### config.mk
export PLATFORM = sky130hd
export DESIGN_NAME = mem_port_arbiter_flat
export DESIGN_NICKNAME = d
export VERILOG_FILES = /design/src/rtl/mem_port_arbiter_if.sv /design/src/rtl/mem_port_arbiter.sv /design/src/flat_wrapper.sv
export SDC_FILE = /design/constraint.sdc
export NUM_CORES = 1
export LEC_CHECK = 0
export ABC_AREA = 1
export CAP_MARGIN = 40
export CORE_MARGIN = 2
export CORE_UTILIZATION = 42
export CTS_CLUSTER_SIZE = 10
export DETAILED_ROUTE_END_ITERATION = 12
export PLACE_DENSITY = 0.8
export SYNTH_ARGS = -nofsm -noshare
export SYNTH_HDL_FRONTEND = slang
export SYNTH_SLANG_ARGS = --single-unit
### constraint.sdc
create_clock -name clk1 -period 1.95 [get_ports clk1]
set_input_delay 0.39 -clock clk1 [delete_from_list [all_inputs] [get_ports clk1]]
set_output_delay 0.39 -clock clk1 [all_outputs]
set_load 0.1 [all_outputs]
### src/rtl/mem_port_arbiter_if.sv
// Fetch, data and memory-side handshake bundle for the unified memory port arbiter.
interface mem_port_arbiter_if #(
  parameter int ADDR_W = 4,
  parameter int DATA_W = 32
);
  logic              i_req;
  logic [ADDR_W-1:0] i_addr;
  logic              i_ack;
  logic [DATA_W-1:0] i_rdata;

  logic              d_req;
  logic              d_we;
  logic [ADDR_W-1:0] d_addr;
  logic [DATA_W-1:0] d_wdata;
  logic              d_ack;
  logic [DATA_W-1:0] d_rdata;

  logic              mem_req;
  logic              mem_we;
  logic [ADDR_W-1:0] mem_addr;
  logic [DATA_W-1:0] mem_wdata;
  logic              mem_ready;
  logic [DATA_W-1:0] mem_rdata;

  modport slave (
    input  i_req, i_addr, d_req, d_we, d_addr, d_wdata, mem_ready, mem_rdata,
    output i_ack, i_rdata, d_ack, d_rdata, mem_req, mem_we, mem_addr, mem_wdata
  );

  modport master (
    output i_req, i_addr, d_req, d_we, d_addr, d_wdata, mem_ready, mem_rdata,
    input  i_ack, i_rdata, d_ack, d_rdata, mem_req, mem_we, mem_addr, mem_wdata
  );
endinterface

### src/rtl/mem_port_arbiter.sv
// Shares one single-ported memory between instruction fetch and data access.
// Data has priority; a lost-arbitration counter guarantees fetch progress.
//
//   state  | meaning
//   IDLE   | no transaction outstanding, arbitrating
//   BUSY_I | fetch read in flight, waiting for mem_ready
//   BUSY_D | data load/store in flight, waiting for mem_ready
module mem_port_arbiter #(
  parameter int ADDR_W   = 4,
  parameter int DATA_W   = 32,
  parameter int MAX_WAIT = 3
) (
  input  logic                clk1,
  input  logic                rst,
  input  logic                halt,
  output logic                proto_err,
  mem_port_arbiter_if.slave   bus
);

  typedef enum logic [1:0] {IDLE, BUSY_I, BUSY_D} state_e;

  localparam logic [3:0] MAX_W = 4'(MAX_WAIT);

  state_e            state_q, state_d;
  logic [3:0]        wait_q, wait_d;
  logic              mem_req_q, mem_req_d;
  logic              mem_we_q, mem_we_d;
  logic [ADDR_W-1:0] mem_addr_q, mem_addr_d;
  logic [DATA_W-1:0] mem_wdata_q, mem_wdata_d;
  logic              i_ack_q, i_ack_d;
  logic [DATA_W-1:0] i_rdata_q, i_rdata_d;
  logic              d_ack_q, d_ack_d;
  logic [DATA_W-1:0] d_rdata_q, d_rdata_d;
  logic              proto_err_q, proto_err_d;
  logic              elig_i, elig_d;

  always_ff @(posedge clk1) begin
    if (rst) begin
      state_q     <= IDLE;
      wait_q      <= '0;
      mem_req_q   <= 1'b0;
      mem_we_q    <= 1'b0;
      mem_addr_q  <= '0;
      mem_wdata_q <= '0;
      i_ack_q     <= 1'b0;
      i_rdata_q   <= '0;
      d_ack_q     <= 1'b0;
      d_rdata_q   <= '0;
      proto_err_q <= 1'b0;
    end else begin
      state_q     <= state_d;
      wait_q      <= wait_d;
      mem_req_q   <= mem_req_d;
      mem_we_q    <= mem_we_d;
      mem_addr_q  <= mem_addr_d;
      mem_wdata_q <= mem_wdata_d;
      i_ack_q     <= i_ack_d;
      i_rdata_q   <= i_rdata_d;
      d_ack_q     <= d_ack_d;
      d_rdata_q   <= d_rdata_d;
      proto_err_q <= proto_err_d;
    end
  end

  // A requester whose ack is visible this cycle has not yet dropped req.
  assign elig_i = bus.i_req & ~halt & ~i_ack_q;
  assign elig_d = bus.d_req & ~d_ack_q;

  always_comb begin
    state_d     = state_q;
    wait_d      = wait_q;
    mem_req_d   = mem_req_q;
    mem_we_d    = mem_we_q;
    mem_addr_d  = mem_addr_q;
    mem_wdata_d = mem_wdata_q;
    i_ack_d     = 1'b0;
    i_rdata_d   = i_rdata_q;
    d_ack_d     = 1'b0;
    d_rdata_d   = d_rdata_q;
    proto_err_d = proto_err_q;

    unique case (state_q)
      IDLE: begin
        if (bus.mem_ready) proto_err_d = 1'b1;
        if (elig_i && (!elig_d || wait_q == MAX_W)) begin
          state_d     = BUSY_I;
          wait_d      = '0;
          mem_req_d   = 1'b1;
          mem_we_d    = 1'b0;
          mem_addr_d  = bus.i_addr;
          mem_wdata_d = '0;
        end else if (elig_d) begin
          state_d     = BUSY_D;
          if (elig_i && wait_q < MAX_W) wait_d = wait_q + 4'd1;
          mem_req_d   = 1'b1;
          mem_we_d    = bus.d_we;
          mem_addr_d  = bus.d_addr;
          mem_wdata_d = bus.d_wdata;
        end
      end
      BUSY_I: begin
        if (bus.mem_ready) begin
          state_d   = IDLE;
          mem_req_d = 1'b0;
          i_ack_d   = 1'b1;
          i_rdata_d = bus.mem_rdata;
        end
      end
      BUSY_D: begin
        if (bus.mem_ready) begin
          state_d   = IDLE;
          mem_req_d = 1'b0;
          d_ack_d   = 1'b1;
          d_rdata_d = mem_we_q ? '0 : bus.mem_rdata;
        end
      end
      default: state_d = IDLE;
    endcase
  end

  assign bus.mem_req   = mem_req_q;
  assign bus.mem_we    = mem_we_q;
  assign bus.mem_addr  = mem_addr_q;
  assign bus.mem_wdata = mem_wdata_q;
  assign bus.i_ack     = i_ack_q;
  assign bus.i_rdata   = i_rdata_q;
  assign bus.d_ack     = d_ack_q;
  assign bus.d_rdata   = d_rdata_q;
  assign proto_err     = proto_err_q;

endmodule
### src/flat_wrapper.sv
// flat-port wrapper written by rule: the top's interface ports become plain ports
module mem_port_arbiter_flat 
#(
  parameter int ADDR_W   = 4,
  parameter int DATA_W   = 32,
  parameter int MAX_WAIT = 3
)
  (clk1, rst, halt, proto_err, bus_i_req, bus_i_addr, bus_d_req, bus_d_we, bus_d_addr, bus_d_wdata, bus_mem_ready, bus_mem_rdata, bus_i_ack, bus_i_rdata, bus_d_ack, bus_d_rdata, bus_mem_req, bus_mem_we, bus_mem_addr, bus_mem_wdata);
  mem_port_arbiter_if #(.ADDR_W(ADDR_W), .DATA_W(DATA_W)) bus_i ();
  input  logic clk1;
  input  logic rst;
  input  logic halt;
  output logic proto_err;
  input wire logic [$bits(bus_i.i_req)-1:0] bus_i_req;
  input wire logic [$bits(bus_i.i_addr)-1:0] bus_i_addr;
  input wire logic [$bits(bus_i.d_req)-1:0] bus_d_req;
  input wire logic [$bits(bus_i.d_we)-1:0] bus_d_we;
  input wire logic [$bits(bus_i.d_addr)-1:0] bus_d_addr;
  input wire logic [$bits(bus_i.d_wdata)-1:0] bus_d_wdata;
  input wire logic [$bits(bus_i.mem_ready)-1:0] bus_mem_ready;
  input wire logic [$bits(bus_i.mem_rdata)-1:0] bus_mem_rdata;
  output wire logic [$bits(bus_i.i_ack)-1:0] bus_i_ack;
  output wire logic [$bits(bus_i.i_rdata)-1:0] bus_i_rdata;
  output wire logic [$bits(bus_i.d_ack)-1:0] bus_d_ack;
  output wire logic [$bits(bus_i.d_rdata)-1:0] bus_d_rdata;
  output wire logic [$bits(bus_i.mem_req)-1:0] bus_mem_req;
  output wire logic [$bits(bus_i.mem_we)-1:0] bus_mem_we;
  output wire logic [$bits(bus_i.mem_addr)-1:0] bus_mem_addr;
  output wire logic [$bits(bus_i.mem_wdata)-1:0] bus_mem_wdata;
  assign bus_i.i_req = bus_i_req;
  assign bus_i.i_addr = bus_i_addr;
  assign bus_i.d_req = bus_d_req;
  assign bus_i.d_we = bus_d_we;
  assign bus_i.d_addr = bus_d_addr;
  assign bus_i.d_wdata = bus_d_wdata;
  assign bus_i.mem_ready = bus_mem_ready;
  assign bus_i.mem_rdata = bus_mem_rdata;
  assign bus_i_ack = bus_i.i_ack;
  assign bus_i_rdata = bus_i.i_rdata;
  assign bus_d_ack = bus_i.d_ack;
  assign bus_d_rdata = bus_i.d_rdata;
  assign bus_mem_req = bus_i.mem_req;
  assign bus_mem_we = bus_i.mem_we;
  assign bus_mem_addr = bus_i.mem_addr;
  assign bus_mem_wdata = bus_i.mem_wdata;
  mem_port_arbiter #(.ADDR_W(ADDR_W), .DATA_W(DATA_W), .MAX_WAIT(MAX_WAIT)) u_core (.clk1(clk1), .rst(rst), .halt(halt), .proto_err(proto_err), .bus(bus_i));
endmodule
==> summary.md, run 1 <==
| Metric | Value |
|---|---|
| Synthesized instance count | `539` |
| Peak supply drop | `0.6216 mV` |
| Min Tclk post-route | `1.712 ns` |
| Antenna violations before repair | `0` |
| Die Height | `103.8 um` |
| Drt pass-1 iters | `4` |
| Clk_lat worst skew | `0.35 ns` |
| Hold buffer count at CTS | `0` |
| Flop pwr share | `41.6%` |
| Synth-to-Final Area Change | `46.80%` |
| CP Class | `reg2reg` |
| Grt total ovfl | `0` |
| Met2 Wirelength | `5807 um` |
| RSZ-0062 raised after global routing | `false` |
| Fin nets | `795` |
| Wl on met1 | `5149 um` |
| Post-synth cell types | `21` |
| Io pins | `184` |
| # setup viols final | `0` |
| Commonest non-fill, non-tap cells in the layout | `114 x buf_4, 111 x dfxtp_1, 105 x nor2_1, 78 x clkdlybuf4s50_1, 77 x nand3_1` |
| Status | `complete, no violations` |
| Reg2reg path depth | `8` |
| Net switching power | `2.387 mW` |
| Netlist Area Pre-Place | `4187 sq um` |
| First-pass GRT wire length | `19,340 um` |
| Tot GR Track Use | `21.48%` |
| Detailed Route WL | `12,000 um` |
| CP Data Required Time | `2.21 ns` |
| Core area | `9729 sq um` |
| HPWL Detailed | `8553 um` |
| Total chip power | `6.053 mW` |
| Util after Layout | `63.17%` |
| Postcts setup bufs | `0` |
| Tcrit/Tclk final | `87.79%` |
| Worst hold slack | `0.4574 ns` |
| DR WL/cell | `14.14 um` |
| Hold Path End | `u_core.wait_q[2]$_SDFFE_PP0P_` |
| Clock skew | `0.01332 ns` |
| Sw frac | `39.44%` |
| Syn avg cell area | `7.767 sq um` |
| Most common cell after layout, fill and taps aside | `buf_4` |
| Final weighted congestion of routability-driven global placement | `0.7870` |
| WP data arrival | `1.97 ns` |
| Clock share of power | `24.6%` |
| Vias/cell | `5.028` |
| Chip width | `103.8 um` |
| Layout Cells excl Fill | `849` |
| DP Worst Slack | `0.008884 ns` |
| CTS tree | `yes` |
| Pleak | `2.792 nW` |
| Worst reg2reg startpoint | `u_core.state_q[1]$_SDFFE_PP0P_` |
| Root buf cell | `clkbuf_8` |
| Peak Freq | `0.5841 GHz` |
| # port buffers | `183` |
| Syn_nets | `623` |
| Setup ws final | `0.2381 ns` |
| Ant diodes | `0` |
| Total CTS buffers | `9` |
| Clk buf depth | `2` |
| Number of DRC markers in iteration 0 | `191` |
| DRC | `0` |
| Vias after detailed routing | `4,269` |
| Post-DP Area | `5923 sq um` |
| Met3 routed wirelength | `878 um` |
| Pin count of the biggest net entering global routing | `53` |
| Int Pwr | `3.666 mW` |
| Setup crit end kind | `register` |
| Post-Place Cells | `833` |
| DIE AREA | `10,780 sq um` |
| Share of layout cells above drive strength 1 | `21.23%` |
| Final Max Tran Viols | `0` |
| Initial core utilization | `43.03%` |
| Number of routed nets with antenna violations | `0` |
| FP Rows | `36` |
| PwrDens | `984.9 nW/um^2` |
| Sequential area share after synthesis | `53.08%` |
| HP Class | `reg2reg` |
| Hold path depth | `2` |
| R2R Setup Slk | `0.24 ns` |
| Count of state elements after synthesis | `111` |
| Nature of the critical path startpoint | `register` |
| CP max FO | `37` |
| Worst slew pin tran | `0.3649 ns` |
| Clk slew on worst S/H paths | `0.10 ns` |
| FF-to-FF End | `u_core.bus.mem_addr[0]$_SDFFE_PP0P_` |
| Vias in the first global route | `4,059` |
| Min-delay src | `u_core.wait_q[2]$_SDFFE_PP0P_` |
| Design Area, Final | `6146 sq um` |
| Synth warnings | `0` |
| Sink Count | `111` |
| Relative slew slack | `75.67%` |
| Combinational share of power | `33.8%` |
| H-tree depth | `3` |
| Final Hold Fails | `0` |
| Uppermost layer routed | `met4` |
| Post-Route Setup TNS | `0 ns` |
| Max_cap viols | `0` |
| Fillers | `877` |
-- registers in the layout (all words and copies together), names as in the netlist --
signal and cells:
u_core.bus.d_rdata 32, u_core.bus.d_ack 1, u_core.bus.mem_wdata 32, u_core.bus.i_rdata 32, u_core.bus.mem_we 1, u_core.bus.mem_req 1
u_core.proto_err 1, u_core.state_q 2, u_core.wait_q 4, u_core.bus.mem_addr 4, u_core.bus.i_ack 1
-- how the worst max path moves through the flow --
stage	start	to	slack, ns	cells after the start
detailed placement	bus_d_req	u_core.bus.mem_wdata[2]$_SDFFE_PP0P_	0.009	8
finish	u_core.state_q[1]$_SDFFE_PP0P_	u_core.bus.mem_addr[0]$_SDFFE_PP0P_	0.24	8
global route	u_core.state_q[1]$_SDFFE_PP0P_	u_core.bus.mem_addr[0]$_SDFFE_PP0P_	0.04	8
global placement	bus_d_req	u_core.bus.mem_wdata[10]$_SDFFE_PP0P_	0.08	8
CTS	u_core.state_q[1]$_SDFFE_PP0P_	u_core.bus.mem_wdata[2]$_SDFFE_PP0P_	0.14	7
floorplan	u_core.bus.d_ack$_SDFF_PP0_	u_core.bus.mem_wdata[12]$_SDFFE_PP0P_	0.01	9
-- layer usage --
metal	global-route usage, %	vias to the layer above
li1	-	2118
met3	6.986	16
met4	6.950	0
met1	25.73	1987
met2	36.47	148
met5	0	-
-- timing repair --
item / in CTS / in global routing
setup endpoints to repair: 0 / 15
endpoints found under the hold margin: 0 / 0
resized for setup: 0 / 2
-- critical path, cell delays in order, from the launching register on --
cell	delay (ns)
dfxtp_1	0.35
inv_1	0.11
ha_1	0.31
nand4_2	0.24
nand2_2	0.18
buf_12	0.21
nand3_1	0.11
nand2_1	0.06
inv_1	0.03
-- cell families (layout without fill, tap and decap cells) --
logic type	count (synthesis)	count (layout)	share of synthesized area, %
AO/OA/AOI/OAI	105	105	12.55
adder cells (fa/ha/maj)	5	5	1.494
buffers and inverters	64	241	6.933
flip-flops	111	111	53.08
AND/OR/NAND/NOR	254	254	25.94
-- power by group through the flow --
stage	Sequential (mW)	Combinational, mW	Clock, mW
floorplan	3.64	0.436	0
global placement	2.56	2.02	0
detailed placement	2.57	2.04	0
CTS	2.52	2.05	1.53
global route	2.54	2.14	1.62
finish	2.52	2.05	1.49
-- layout make-up --
| cell class | instances | area (sq um) | area share (%) |
|---|---|---|---|
| Multi-Input combinational cell | 364 | 1677 | 27.28 |
| Timing Repair Buffer | 198 | 1757 | 28.58 |
| Clock buffer | 10 | 127.6 | 2.077 |
| Clock inverter | 6 | 92.59 | 1.507 |
| Tap cell | 133 | 166.4 | 2.708 |
| Sequential cell | 111 | 2222 | 36.16 |
| Inverter | 27 | 103.9 | 1.690 |
-- synthesized netlist by cell type, drive strengths merged --
library cell	count	area share, %
nand2	62	5.7
dfxtp	111	53
clkinv	1	0.090
nor2	106	9.5
inv	26	2.3
nand3b	4	0.72
a21oi	38	4.5
nand3	77	9.2
nor3	2	0.24
nand4	3	0.60
o21ai	67	8.0
buf	20	3.0
ha	5	1.5
clkbuf	17	1.5
No activity file was read; power rests on OpenSTA's default activity.
==> run 2, diff against run 1 <==
--- a/config.mk
+++ b/config.mk
@@ -7,11 +7,13 @@
 export LEC_CHECK = 0
 export ABC_AREA = 1
 export CAP_MARGIN = 40
+export CELL_PAD_IN_SITES_DETAIL_PLACEMENT = 2
+export CELL_PAD_IN_SITES_GLOBAL_PLACEMENT = 2
 export CORE_MARGIN = 2
-export CORE_UTILIZATION = 42
+export CORE_UTILIZATION = 22
 export CTS_CLUSTER_SIZE = 10
 export DETAILED_ROUTE_END_ITERATION = 12
-export PLACE_DENSITY = 0.8
+export PLACE_DENSITY_LB_ADDON = 0.1
 export SYNTH_ARGS = -nofsm -noshare
 export SYNTH_HDL_FRONTEND = slang
 export SYNTH_SLANG_ARGS = --single-unit
==> run 2 against run 1 <==
  * First-iteration DRC count fell by 17%
  * Global-route usage fell by 5.9 points
  * Sequential share of layout area fell by 1.5 points
==> summary.md, run 2 (synthesized netlist as in run 1, its figures left out) <==
| Metric | Value |
|---|---|
| Status | `complete, no violations (unchanged)` |
| Tot GR Track Use | `15.63% (was 21.48%)` |
| Number of routed nets with antenna violations | `0 (unchanged)` |
| Hold buffer count at CTS | `0 (unchanged)` |
| Min Tclk post-route | `1.768 ns (was 1.712 ns)` |
| Nature of the critical path startpoint | `register (unchanged)` |
| Clock skew | `0.01243 ns (was 0.01332 ns)` |
| Synth-to-Final Area Change | `52.96% (was 46.80%)` |
| Pleak | `2.861 nW (was 2.792 nW)` |
| Clk buf depth | `2 (unchanged)` |
| Sink Count | `111 (unchanged)` |
| Hold path depth | `2 (unchanged)` |
| Worst reg2reg startpoint | `u_core.state_q[1]$_SDFFE_PP0P_ (unchanged)` |
| Commonest non-fill, non-tap cells in the layout | `116 x buf_4, 111 x dfxtp_1, 105 x nor2_1, 78 x clkdlybuf4s50_1, 77 x nand3_1 (was 114 x buf_4, 111 x dfxtp_1, 105 x nor2_1, 78 x clkdlybuf4s50_1, 77 x nand3_1)` |
| Antenna violations before repair | `0 (unchanged)` |
| Relative slew slack | `73.17% (was 75.67%)` |
| Fin nets | `799 (was 795)` |
| # setup viols final | `0 (unchanged)` |
| HP Class | `reg2reg (unchanged)` |
| Drt pass-1 iters | `4 (unchanged)` |
| Tcrit/Tclk final | `90.65% (was 87.79%)` |
| DIE AREA | `20,150 sq um (was 10,780 sq um)` |
| DR WL/cell | `16.62 um (was 14.14 um)` |
| Clk_lat worst skew | `0.35 ns (about the same)` |
| Util after Layout | `34.23% (was 63.17%)` |
| Min-delay src | `u_core.wait_q[2]$_SDFFE_PP0P_ (unchanged)` |
| Core area | `18,710 sq um (was 9729 sq um)` |
| # port buffers | `183 (unchanged)` |
| Post-Route Setup TNS | `0 ns (unchanged)` |
| Reg2reg path depth | `7 (was 8)` |
| R2R Setup Slk | `0.18 ns (was 0.24 ns)` |
| Chip width | `141.9 um (was 103.8 um)` |
| Final Max Tran Viols | `0 (unchanged)` |
| Hold Path End | `u_core.wait_q[2]$_SDFFE_PP0P_ (unchanged)` |
| WP data arrival | `2.04 ns (was 1.97 ns)` |
| FF-to-FF End | `u_core.bus.mem_wdata[11]$_SDFFE_PP0P_ (was u_core.bus.mem_addr[0]$_SDFFE_PP0P_)` |
| Most common cell after layout, fill and taps aside | `buf_4 (unchanged)` |
| CTS tree | `yes (unchanged)` |
| Share of layout cells above drive strength 1 | `21.81% (was 21.23%)` |
| Max_cap viols | `0 (unchanged)` |
| Root buf cell | `clkbuf_16 (was clkbuf_8)` |
| CP Data Required Time | `2.22 ns (was 2.21 ns)` |
| Vias/cell | `4.514 (was 5.028)` |
| H-tree depth | `3 (unchanged)` |
| Total CTS buffers | `9 (unchanged)` |
| Initial core utilization | `22.38% (was 43.03%)` |
| Pin count of the biggest net entering global routing | `58 (was 53)` |
| Vias in the first global route | `4,635 (was 4,059)` |
| Peak supply drop | `0.4257 mV (was 0.6216 mV)` |
| CP max FO | `29 (was 37)` |
| Detailed Route WL | `15,860 um (was 12,000 um)` |
| Ant diodes | `0 (unchanged)` |
| Io pins | `184 (unchanged)` |
| Grt total ovfl | `0 (unchanged)` |
| Total chip power | `6.563 mW (was 6.053 mW)` |
| Fillers | `2,155 (was 877)` |
| Final Hold Fails | `0 (unchanged)` |
| First-pass GRT wire length | `24,660 um (was 19,340 um)` |
| HPWL Detailed | `11,370 um (was 8553 um)` |
| Worst slew pin tran | `0.4024 ns (was 0.3649 ns)` |
| Number of DRC markers in iteration 0 | `159 (was 191)` |
| Peak Freq | `0.5657 GHz (was 0.5841 GHz)` |
| FP Rows | `50 (was 36)` |
| PwrDens | `1025 nW/um^2 (was 984.9 nW/um^2)` |
| Setup crit end kind | `register (unchanged)` |
| Die Height | `141.9 um (was 103.8 um)` |
| RSZ-0062 raised after global routing | `false (unchanged)` |
| Clk slew on worst S/H paths | `0.07 ns (was 0.10 ns)` |
| Final weighted congestion of routability-driven global placement | `0.7347 (was 0.7870)` |
| Vias after detailed routing | `4,306 (was 4,269)` |
| DRC | `0 (unchanged)` |
| CP Class | `reg2reg (unchanged)` |
==> run 2: changes by cell type in the layout (fill, tap and decap cells not counted) <==
| cell | delta |
|---|---|
| clkbuf_8 | -8 |
| bufinv_16 | -1 |
| clkbuf_16 | +9 |
| buf_4 | +2 |
| clkinv_2 | +2 |
| inv_6 | +1 |
| clkinvlp_4 | -2 |
| clkbuf_1 | -1 |
| buf_12 | +1 |
| buf_6 | +1 |
==> run 2: worst max path at each step <==
stage                                         startpoint                                    end  slack, ns  cells past startpoint
after floorplan              u_core.bus.d_ack$_SDFF_PP0_  u_core.bus.mem_wdata[12]$_SDFFE_PP0P_       0.01                      9
after global placement                         bus_d_req  u_core.bus.mem_wdata[30]$_SDFFE_PP0P_       0.09                      8
after detailed placement                       bus_d_req  u_core.bus.mem_wdata[24]$_SDFFE_PP0P_       0.01                      8
after CTS                 u_core.state_q[0]$_SDFFE_PP0P_  u_core.bus.mem_wdata[11]$_SDFFE_PP0P_       0.07                      7
after global routing      u_core.state_q[1]$_SDFFE_PP0P_  u_core.bus.mem_wdata[19]$_SDFFE_PP0P_       0.05                      7
final                     u_core.state_q[1]$_SDFFE_PP0P_  u_core.bus.mem_wdata[11]$_SDFFE_PP0P_       0.18                      7
==> run 2: repair_timing <==
item	4_1_cts	5_1_grt
setup buffers	0	0
resized for setup	0	3
setup endpoints to repair	0	32
==> run 2: per-stage QoR <==
stage | hold WS (ns) | cell area, sq um | worst slack [ns] | cells
final | 0.4597 | 6404 | 0.1823 | 954
after global routing | 0.4894 | 6404 | 0.05204 | 954
after CTS | 0.4665 | 6397 | 0.06730 | 954
after detailed placement | 0.4560 | 6092 | 0.01267 | 938
after global placement | 0.4438 | 6092 | 0.08640 | 938
after floorplan | 0.4251 | 4187 | 0.01359 | 539
==> run 2: area by class of cell <==
type | count | area (sq um) | share of cell area, %
Clock inverter | 6 | 66.31 | 1.036
Sequential cell | 111 | 2222 | 34.70
Multi-Input combinational cell | 364 | 1677 | 26.18
Tap cell | 234 | 292.8 | 4.572
Timing Repair Buffer | 202 | 1803 | 28.16
Clock buffer | 10 | 239.0 | 3.732
Inverter | 27 | 103.9 | 1.622
==> run 2: power by group <==
group	switching, mW	internal, mW	total, mW
sequential	0.0918	2.42	2.52
combinational	1.58	0.520	2.10
clock	0.903	1.04	1.94
total	2.58	3.99	6.56
==> run 2: worst max-delay path, cell delays in order (launching register included) <==
cell and delay [ns]:
dfxtp_1 0.34, inv_1 0.10, ha_1 0.36, nand4_2 0.21, nand2_2 0.16, buf_6 0.28
o21ai_1 0.10, nor2_1 0.13
==> run 2: per-layer routing <==
metal | track usage [%] | share of wire [%]
met5 | 0 | 0
met4 | 3.316 | 0.73
met3 | 3.197 | 4.0
met2 | 28.95 | 52
met1 | 18.64 | 44
